`config.mk`:
```
export PLATFORM = sky130hd
export DESIGN_NAME = hack_cpu
export DESIGN_NICKNAME = d
export VERILOG_FILES = /design/src/rtl/hack_cpu.sv
export SDC_FILE = /design/constraint.sdc
export NUM_CORES = 1
export LEC_CHECK = 0
export CORE_MARGIN = 5
export CORE_UTILIZATION = 55
export CTS_CLUSTER_SIZE = 14
export DETAILED_ROUTE_END_ITERATION = 6
export GPL_TIMING_DRIVEN = 0
export PLACE_DENSITY_LB_ADDON = 0.15
export SLEW_MARGIN = 20
export SYNTH_ARGS = -nofsm -noshare
export SYNTH_HDL_FRONTEND = slang
export SYNTH_SLANG_ARGS = --single-unit
```
`constraint.sdc`:
```
create_clock -name clk -period 7.9 [get_ports clk]
set_clock_uncertainty 0.2 [all_clocks]
set_input_delay 1.185 -clock clk [delete_from_list [all_inputs] [get_ports clk]]
set_output_delay 1.185 -clock clk [all_outputs]
set_load 0.02 [all_outputs]
```
`src/rtl/hack_cpu.sv`:
```
// Single-cycle Hack CPU core: A/D/PC registers, Hack ALU, jump logic and data-memory port.
// Optional: define HACK_CPU_OUTM_GATE_EN to force outM to zero on cycles that do not write RAM.
module hack_cpu (
  input  logic        clk,
  input  logic        reset,
  input  logic [15:0] instr,
  input  logic [15:0] inM,
  output logic        writeM,
  output logic [14:0] pc,
  output logic [14:0] addressM,
  output logic [15:0] outM
);

  logic [15:0] regA;
  logic [15:0] regD;
  logic [14:0] regPc;

  logic        isC;
  logic        selM;
  logic        zx, nx, zy, ny, fAdd, no;
  logic        destA, destD, destM;
  logic [2:0]  jmp;

  logic [15:0] aluX;
  logic [15:0] aluY;
  logic [15:0] aluOut;
  logic        zr;
  logic        ng;
  logic        jump;

  assign isC   = instr[15];
  assign selM  = instr[12];
  assign zx    = instr[11];
  assign nx    = instr[10];
  assign zy    = instr[9];
  assign ny    = instr[8];
  assign fAdd  = instr[7];
  assign no    = instr[6];
  assign destA = instr[5];
  assign destD = instr[4];
  assign destM = instr[3];
  assign jmp   = instr[2:0];

  // NOTE: every variable driven here gets a value before any conditional update, so no latch is inferred.
  always_comb begin
    aluX = regD;
    aluY = selM ? inM : regA;
    if (zx) aluX = 16'h0000;
    if (nx) aluX = ~aluX;
    if (zy) aluY = 16'h0000;
    if (ny) aluY = ~aluY;
    aluOut = fAdd ? (aluX + aluY) : (aluX & aluY);
    if (no) aluOut = ~aluOut;
  end

  assign zr   = (aluOut == 16'h0000);
  assign ng   = aluOut[15];
  assign jump = isC & ((jmp[2] & ng) | (jmp[1] & zr) | (jmp[0] & ~ng & ~zr));

  assign writeM   = isC & destM & ~reset;
  assign pc       = regPc;
  assign addressM = regA[14:0];

`ifdef HACK_CPU_OUTM_GATE_EN
  assign outM = writeM ? aluOut : 16'h0000;
`else
  assign outM = aluOut;
`endif

  // The jump target is the pre-edge A, even when the same instruction reloads A.
  // NOTE: state registers use non-blocking assignments so every update sees pre-edge values.
  always_ff @(posedge clk or posedge reset) begin
    if (reset) begin
      regA  <= 16'h0000;
      regD  <= 16'h0000;
      regPc <= 15'h0000;
    end else begin
      if (!isC) begin
        regA <= {1'b0, instr[14:0]};
      end else begin
        if (destA) regA <= aluOut;
        if (destD) regD <= aluOut;
      end
      regPc <= jump ? regA[14:0] : regPc + 15'd1;
    end
  end

endmodule

```
==> results of run 1 <==
-- worst max-delay path, stage by stage --
cell             delay (ns)
clkbuf_1               0.39
clkbuf_1               0.60
mux2i_1                0.28
nor2_1                 0.08
xor2_1                 0.18
ha_1                   0.29
fa_1                   0.44
a21o_1                 0.24
a221oi_2               0.40
o21a_2                 0.25
a21oi_1                0.05
or4b_1                 0.51
clkbuf_1               0.23
clkdlybuf4s50_1        0.60
-- cells in the final DEF, fill, tap and decap left out, types with 4 or more instances in the layout --
cell              n
nand3_1          13
nand3b_1          4
dfrtp_1          47
o211ai_1          7
ha_1             17
a21oi_1          29
o31ai_1           5
clkdlybuf4s50_1  75
mux2_2           23
buf_2             4
xnor2_1          39
clkbuf_8          6
and3_1            9
inv_1            14
buf_4            16
mux2_4            9
nand2_1          19
nand2b_1         20
o21ai_0          13
mux2i_1          31
a211oi_1          5
a21o_1            5
xor2_1           18
or3_1             6
nor2b_1           4
nor2_1           47
clkbuf_1         23
nor3_1            7
-- logic make-up after synthesis --
kind of cell / Yosys count
and+or+nand+nor: 155
xor gates and xnor gates: 57
adders and majority gates: 18
DFF: 47
AOI/OAI and AO/OA: 92
buffers and inverters: 64
muxes: 63
-- routing by layer --
layer	vias to the layer above	wire length (um)	global-route usage [%]
li1	1916	-	-
met1	1925	5583	34.13
met4	0	418	9.874
met3	36	768	3.436
met5	-	0	0
met2	161	5983	42.74
-- report_power, final --
group	leakage [uW]	internal, uW	switching, uW	total (uW)
Clock	0.0000612	103	87.3	190
Sequential	0.000545	334	82.3	417
Combinational	0.00174	544	599	1140
Total	0.00235	981	768	1750
-- stage by stage --
step                std cells  util (%)  instance area [um^2]  hold WS [ns]
finish                    682     70.22                  5454        0.2987
global route              682     70.22                  5454        0.3308
CTS                       682     70.22                  5454        0.2996
detailed placement        674     68.70                  5336        0.2819
global placement          673     68.35                  5309        0.2649
floorplan                 496         -                  4431        0.2509
-- worst paths after layout --
path	slack [ns]	to	depth (start not counted)
setup / recovery	0.78	outM[10]	14
hold / removal	0.30	regD[13]	2
setup reg to reg	2.77	pc[5]	16
hold reg to reg	0.30	regD[13]	2
max in group asynchronous	5.88	regA[7]	3
min in group asynchronous	1.08	pc[14]	2
-- flip-flops by register name, indices dropped and copies added, names as in the netlist --
signal	cells
pc	15
regA	16
regD	16
-- final cells by class --
type	instances	area share, %
Clock inverter	2	0.6423
Clock buffer	6	1.514
Inverter	16	1.101
Sequential cell	47	21.56
Buffer	48	4.932
Timing Repair Buffer	76	14.27
Tap cell	102	2.340
Multi-Input combinational cell	385	53.64
==> results.yml, run 1 <==
synthesis:
  synth_top_area_share_pct: 26.55
  synth_warnings: 0
  synth.distinct_cells: 62
  yosys.area.top_type: "dfrtp_1"
  synth_xor_area_share_pct: 11.27
  synthTopCellsByCount: "dfrtp_1 (47), nor2_1 (47), xnor2_1 (39)"
  synth-compound-area-share_pct: 14.71
  ys_ff_latch: 47
  seq_area_frac_synth_pct: 26.55
  synth-simple-area-share_pct: 18.89
  syn_nets: 548
  synth_area_leaders: "dfrtp_1 (27%), xnor2_1 (7.7%), mux2i_1 (7.0%)"
  ys.flop_type: "dfrtp_1"
  synthMuxAreaShare_pct: 15.90
  syn_area_um2: 4430
  synth_top_family_by_area: "simple AND/OR/NAND/NOR gates"
  avgSynthCellArea_um2: 8.932
  synth_edf_count: 0
  synth_adder_area_share_pct: 5.253
  syn_inst: 496
  synthArstFlopShare_pct: 100.0
timing:
  hold_viol: 0
  min_period_over_period_pct: 90.11
  max-slew-margin-rel_pct: 51.73
  setup_viol: 0
  maxSlewViolCount: 0
  post-route-min-period_ns: 7.119
  fin_tns_setup_ns: 0
  grt_setup_unrepaired: "false"
  layout_setup_ws_ns: 0.7810
  worst_pin_slew_ns: 0.7241
  max_freq_ghz: 0.1405
power:
  ir_drop_uv: 143.0
  leakage_uw: 0.002346
  pwr_density_cell_nw_per_um2: 320.7
  power_uw: 1749
critical_path:
  start_kind: "input pin"
  cp_data_required_time_ns: 6.51
  worstPathMaxFanout: 10
  critPathLaunch: "instr[12]"
  criticalPathCategory: "input pin to output port"
  crit_path_end_kind: "output port"
  reg2reg_from: "regA[0]"
  worstPathArrival_ns: 5.73
die:
  core_um2: 7767
  die_w_um: 99.75
  start_util_pct: 57.04
  fp-row-count: 32
  die_y_um: 99.75
  die_area_um2: 9950
  io_pins: 81
route:
  drtIter0Drc: 254
  viasPerCell: 5.921
  antenna_left: 0
  drc: 0
  wl_per_cell_um: 18.70
  firstDrtPassIters: 5
  vias: 4038
  wl_um: 12750
placed_design:
  dp_hpwl_um: 9907
  preCtsSetupSlack_ns: 0.8913
  io_buffers: 75
  gp_congestion: 0.9185
global_route:
  grt_pass1_wl_um: 20600
  antenna_found_initial: 0
  grt.total_usage_pct: 25.81
  grt_max_degree: 30
  overflow: 0
  grt_pass1_vias: 3968
status:
  status: "complete, no violations"
cts:
  numCtsBuffers: 5
  cts_hold_buf: 0
  cts-root-buf: "clkbuf_8"
  cts_tree: "done"
  h-tree-depth: 2
  post-cts-setup-buffer-count: 0
  cts_resized: 0
  clk_path_buf_depth: 2
  clk_latency_ns: 0.31
  path_clk_slew_ns: 0.09
  clock-sinks: 47
finish:
  n_fill_cell: 640
  drive_gt1_share_pct: 12.24
  insertedDiodeCount: 0
  syn_to_final_growth_pct: 23.10
  multi_input_area_um2: 2925
  nets: 631
  regArea_um2: 1176
min_path:
  hold_start: "regD[13]"
  min_path_type: "flop to flop"
run:
  max_cap_violations: 0
Power figures use the tool's default switching activity.
==> inputs of run 2 (changes only) <==
- CORE_ASPECT_RATIO: not set -> 1.25
==> results.yml, run 2 (synthesis gave the netlist of run 1 again) <==
cts:
  post-cts-setup-buffer-count: 0
  path_clk_slew_ns: 0.09
  h-tree-depth: 2
  clk_latency_ns: 0.31
  cts_resized: 0
  clk_path_buf_depth: 2
  clock-sinks: 47
  cts_tree: "done"
  cts-root-buf: "clkbuf_8"
  cts_hold_buf: 0
  numCtsBuffers: 5
timing:
  grt_setup_unrepaired: "false"
  fin_tns_setup_ns: 0
  post-route-min-period_ns: 7.049
  max-slew-margin-rel_pct: 48.34
  worst_pin_slew_ns: 0.7749
  maxSlewViolCount: 0
  max_freq_ghz: 0.1419
  setup_viol: 0
  hold_viol: 0
  min_period_over_period_pct: 89.22
  timing.hold.ws_ns: 0.2899
critical_path:
  cp_data_required_time_ns: 6.51
  start_kind: "input pin"
  critPathLaunch: "instr[12]"
  timing.rr.end: "pc[5]"
  cp.depth: 15
  cp_top_family: "buffers and inverters"
  crit_end: "outM[15]"
  reg2reg_from: "regA[0]"
  criticalPathCategory: "input pin to output port"
  crit_chain: "clkbuf_1 -> clkbuf_1 -> mux2i_1 -> nor2_1 -> xor2_1 -> ha_1 -> buf_6 -> a211o_1 -> or3_1 -> a21oi_1 -> o31ai_1 -> and4b_1 -> or4_1 -> and2_4 -> clkdlybuf4s50_1"
  slowest_delay_ns: 0.59
  critPathBufInv: 4
  r2r_setup_slack_ns: 2.90
  crit_path_end_kind: "output port"
  worstPathMaxFanout: 10
  worst_path_most_repeated_cell: "clkbuf_1"
  cp_slowest_cell: "clkbuf_1"
  worstPathArrival_ns: 5.66
  worstRegToRegCells: 16
placed_design:
  place_area_um2: 5320
  dp_hpwl_um: 9679
  io_buffers: 75
  dpl.cell_count: 667
  gp_congestion: 0.8591
route:
  route.met2.wl_um: 6273
  dr_wl_met3_um: 438
  drc: 0
  antenna_left: 0
  drtIter0Drc: 213
  viasPerCell: 5.847
  vias: 3941
  firstDrtPassIters: 4
  drt-met1-wl_um: 5209
  routed.top_layer: "met4"
  wl_um: 12220
  wl_per_cell_um: 18.12
global_route:
  grt.total_usage_pct: 24.62
  antenna_found_initial: 0
  grt_max_degree: 32
  overflow: 0
  grt_pass1_wl_um: 19890
  grt_pass1_vias: 3958
finish:
  final_area_um2: 5408
  syn_to_final_growth_pct: 22.06
  drive_gt1_share_pct: 12.09
  final_cell_mix: "clkdlybuf4s50_1 (75), nor2_1 (47), dfrtp_1 (47), xnor2_1 (39), mux2i_1 (31)"
  insertedDiodeCount: 0
  final_common_cell: "clkdlybuf4s50_1"
  n_fill_cell: 667
  final_cells: 674
  nets: 631
die:
  start_util_pct: 56.53
  core_um2: 7838
  die_area_um2: 9961
  die_y_um: 110.3
  die_w_um: 90.28
  io_pins: 81
  fp-row-count: 36
power:
  ir_drop_uv: 219.9
  pwr_density_cell_nw_per_um2: 314.7
  leakage_uw: 0.002329
  power_uw: 1702
status:
  status: "complete, no violations"
run:
  max_cap_violations: 0
min_path:
  min_path_type: "flop to flop"
run 2: cell count changes in the layout (fill, tap and decap cells not counted), sizes merged:
cell / previous run / this run
bufinv: 1 / 0
run 2: how the worst min path moves through the flow:
| stage | from | to | slack [ns] | cells past startpoint |
|---|---|---|---|---|
| after floorplan | regD[12] | regD[12] | 0.25 | 2 |
| after global routing | regD[13] | regD[13] | 0.34 | 2 |
| after CTS | regD[12] | regD[12] | 0.29 | 2 |
| final | regD[12] | regD[12] | 0.29 | 2 |
| after detailed placement | regD[12] | regD[12] | 0.27 | 2 |
| after global placement | regD[5] | regD[5] | 0.27 | 2 |
run 2: area by class of cell:
| cell class | instances | area, um^2 | area share [%] |
|---|---|---|---|
| tap | 95 | 118.9 | 2.198 |
| sequential | 47 | 1176 | 21.75 |
| buffer | 48 | 269.0 | 4.975 |
| inverter | 16 | 60.06 | 1.111 |
| clock inverter | 1 | 5.005 | 0.09255 |
| multi-input combinational | 385 | 2925 | 54.10 |
| clock buffer | 6 | 82.58 | 1.527 |
| timing repair buffer | 76 | 770.7 | 14.25 |
run 2: tightest hold or removal path, delay by kind of cell, from the launching register on:
family | cells | cell delay, ns
AOI/OAI and AO/OA | 1 | 0.06
DFF | 1 | 0.35
and+or+nand+nor | 1 | 0.04
run 2: per-stage QoR:
| stage | util, % | worst slack [ns] |
|---|---|---|
| 2_1_floorplan | - | 1.729 |
| 3_3_place_gp | 67.62 | 0.9477 |
| 3_5_place_dp | 67.88 | 0.8914 |
| 4_1_cts | 69.00 | 0.8607 |
| 5_1_grt | 69.00 | 0.7066 |
| 6_report | 69.00 | 0.8514 |
run 2: report_power, final:
part	switching (uW)	total [uW]	leakage, uW	internal [uW]
Clock	83.7	153	0.0000470	68.9
Sequential	80.4	415	0.000545	334
Combinational	591	1130	0.00174	543
run 2: routing by layer:
metal  GRT usage, %  vias up
li1               -     1916
met1          29.64     1907
met2          45.66       95
met3          2.716       23
met4          8.723        0
met5              0        -
==> inputs of run 3 (changes only) <==
- CELL_PAD_IN_SITES_DETAIL_PLACEMENT: not set -> 0
- CELL_PAD_IN_SITES_GLOBAL_PLACEMENT: not set -> 2
- CORE_UTILIZATION: 55 -> 35
- GPL_TIMING_DRIVEN: 0 -> not set
==> results.yml, run 3 (synthesis gave the netlist of run 1 again) <==
cts:
  clk_latency_ns: 0.29
  path_clk_slew_ns: 0.07
  h-tree-depth: 2
  cts_hold_buf: 0
  cts_tree: "done"
  post-cts-setup-buffer-count: 0
  cts-root-buf: "clkbuf_16"
  cts_resized: 0
  clock-sinks: 47
  numCtsBuffers: 5
  clk_path_buf_depth: 2
route:
  wl_um: 12710
  firstDrtPassIters: 4
  drtIter0Drc: 182
  wl_per_cell_um: 17.77
  vias: 3697
  viasPerCell: 5.171
  antenna_left: 0
  drc: 0
critical_path:
  cp_data_required_time_ns: 6.51
  critPathBufInv: 2
  worstPathArrival_ns: 5.44
  r2r_setup_slack_ns: 3.02
  cp_slowest_cell: "clkdlybuf4s50_1"
  timing.rr.end: "pc[3]"
  worstRegToRegCells: 16
  crit_path_end_kind: "output port"
  worstPathMaxFanout: 10
  crit_chain: "clkdlybuf4s50_1 -> mux2i_1 -> nor2_1 -> xor2_1 -> ha_1 -> o211ai_1 -> o211ai_1 -> a21oi_1 -> o31ai_1 -> a211oi_1 -> or4_1 -> and2_4 -> clkdlybuf4s50_1"
  cp_top_family: "buffers and inverters"
  criticalPathCategory: "input pin to output port"
  reg2reg_from: "regA[0]"
  start_kind: "input pin"
  slowest_delay_ns: 0.81
finish:
  multi_input_area_um2: 2925
  insertedDiodeCount: 0
  final_cells: 715
  drive_gt1_share_pct: 10.60
  nets: 598
  finish.utilization_pct: 43.39
  n_fill_cell: 1285
  syn_to_final_growth_pct: 22.87
  final_cell_mix: "clkdlybuf4s50_1 (80), nor2_1 (47), dfrtp_1 (47), xnor2_1 (39), mux2i_1 (31)"
  regArea_um2: 1176
  final_common_cell: "clkdlybuf4s50_1"
power:
  p_int_uw: 1041
  leakage_uw: 0.002298
  netSwitchingPower_uw: 756.1
  pwr_density_cell_nw_per_um2: 330.2
  ir_drop_uv: 112.2
  power_frac_clock_pct: 15.7
  swShare_pct: 42.07
  p_comb_share_pct: 61.3
  seqPwrFrac_pct: 23.0
die:
  core_um2: 12550
  die_w_um: 110.6
  die_y_um: 135.8
  io_pins: 81
  start_util_pct: 35.31
  die_area_um2: 15020
  fp-row-count: 46
global_route:
  overflow: 0
  grt_pass1_vias: 3718
  antenna_found_initial: 0
  grt_pass1_wl_um: 20660
  grt_max_degree: 49
  grt.total_usage_pct: 17.15
placed_design:
  io_buffers: 80
  dp_hpwl_um: 9726
  gp_congestion: 0.8337
  dpl.cell_count: 707
timing:
  post-route-min-period_ns: 6.829
  max_freq_ghz: 0.1464
  fin_tns_setup_ns: 0
  grt_setup_unrepaired: "false"
  max-slew-margin-rel_pct: 39.19
  min_period_over_period_pct: 86.44
  worst_pin_slew_ns: 0.9093
  hold_viol: 0
  maxSlewViolCount: 0
  setup_viol: 0
min_path:
  min_to: "regD[14]"
  whs_path_depth: 2
  min_path_type: "flop to flop"
  hold_start: "regD[14]"
status:
  status: "complete, no violations"
run:
  max_cap_violations: 0
[run 3: layer usage]
layer	track usage, %	vias up	share of wire [%]
met4	4.860	0	1.7
met3	2.860	10	3.9
li1	-	1856	-
met5	0	-	0
met1	23.40	1755	47
met2	28.07	76	48
[run 3: layout make-up]
type	instances	share of cell area, %
Clock inverter	2	1.103
Timing Repair Buffer	91	16.23
Multi-Input combinational cell	385	53.73
Sequential cell	47	21.60
Clock buffer	6	2.367
Inverter	16	1.103
Tap cell	168	3.861
[run 3: power groups by stage]
stage	registers, uW	logic (uW)	clock network (uW)
floorplan	450	720	0
global placement	415	1100	0
detailed placement	419	1110	0
CTS	415	1110	287
global route	429	1200	297
finish	414	1100	283
[run 3: worst max-delay path by stage]
stage               end  slack [ns]       from  depth (start not counted)
2_1_floorplan    pc[10]        1.73  instr[12]                         18
3_3_place_gp   outM[15]        1.06  instr[12]                         13
3_5_place_dp   outM[15]        1.05  instr[12]                         13
4_1_cts        outM[15]        1.04  instr[12]                         13
5_1_grt        outM[15]        0.74  instr[12]                         13
6_report       outM[15]        1.07  instr[12]                         13
[run 3: metrics by stage]
step / hold WS (ns) / setup WS [ns] / area (um^2) / power, uW
2_1_floorplan: 0.2509 / 1.729 / 4431 / 1170
3_3_place_gp: 0.2651 / 1.056 / 5255 / 1512
3_5_place_dp: 0.2741 / 1.052 / 5255 / 1527
4_1_cts: 0.2908 / 1.045 / 5444 / 1814
5_1_grt: 0.3252 / 0.7399 / 5444 / 1928
6_report: 0.2867 / 1.071 / 5444 / 1797
[run 3: worst min-delay path: cells and delay by family, from the launching register on]
kind / cells / cell delay [ns]
and+or+nand+nor: 1 / 0.04
DFF: 1 / 0.34
AOI/OAI and AO/OA: 1 / 0.06
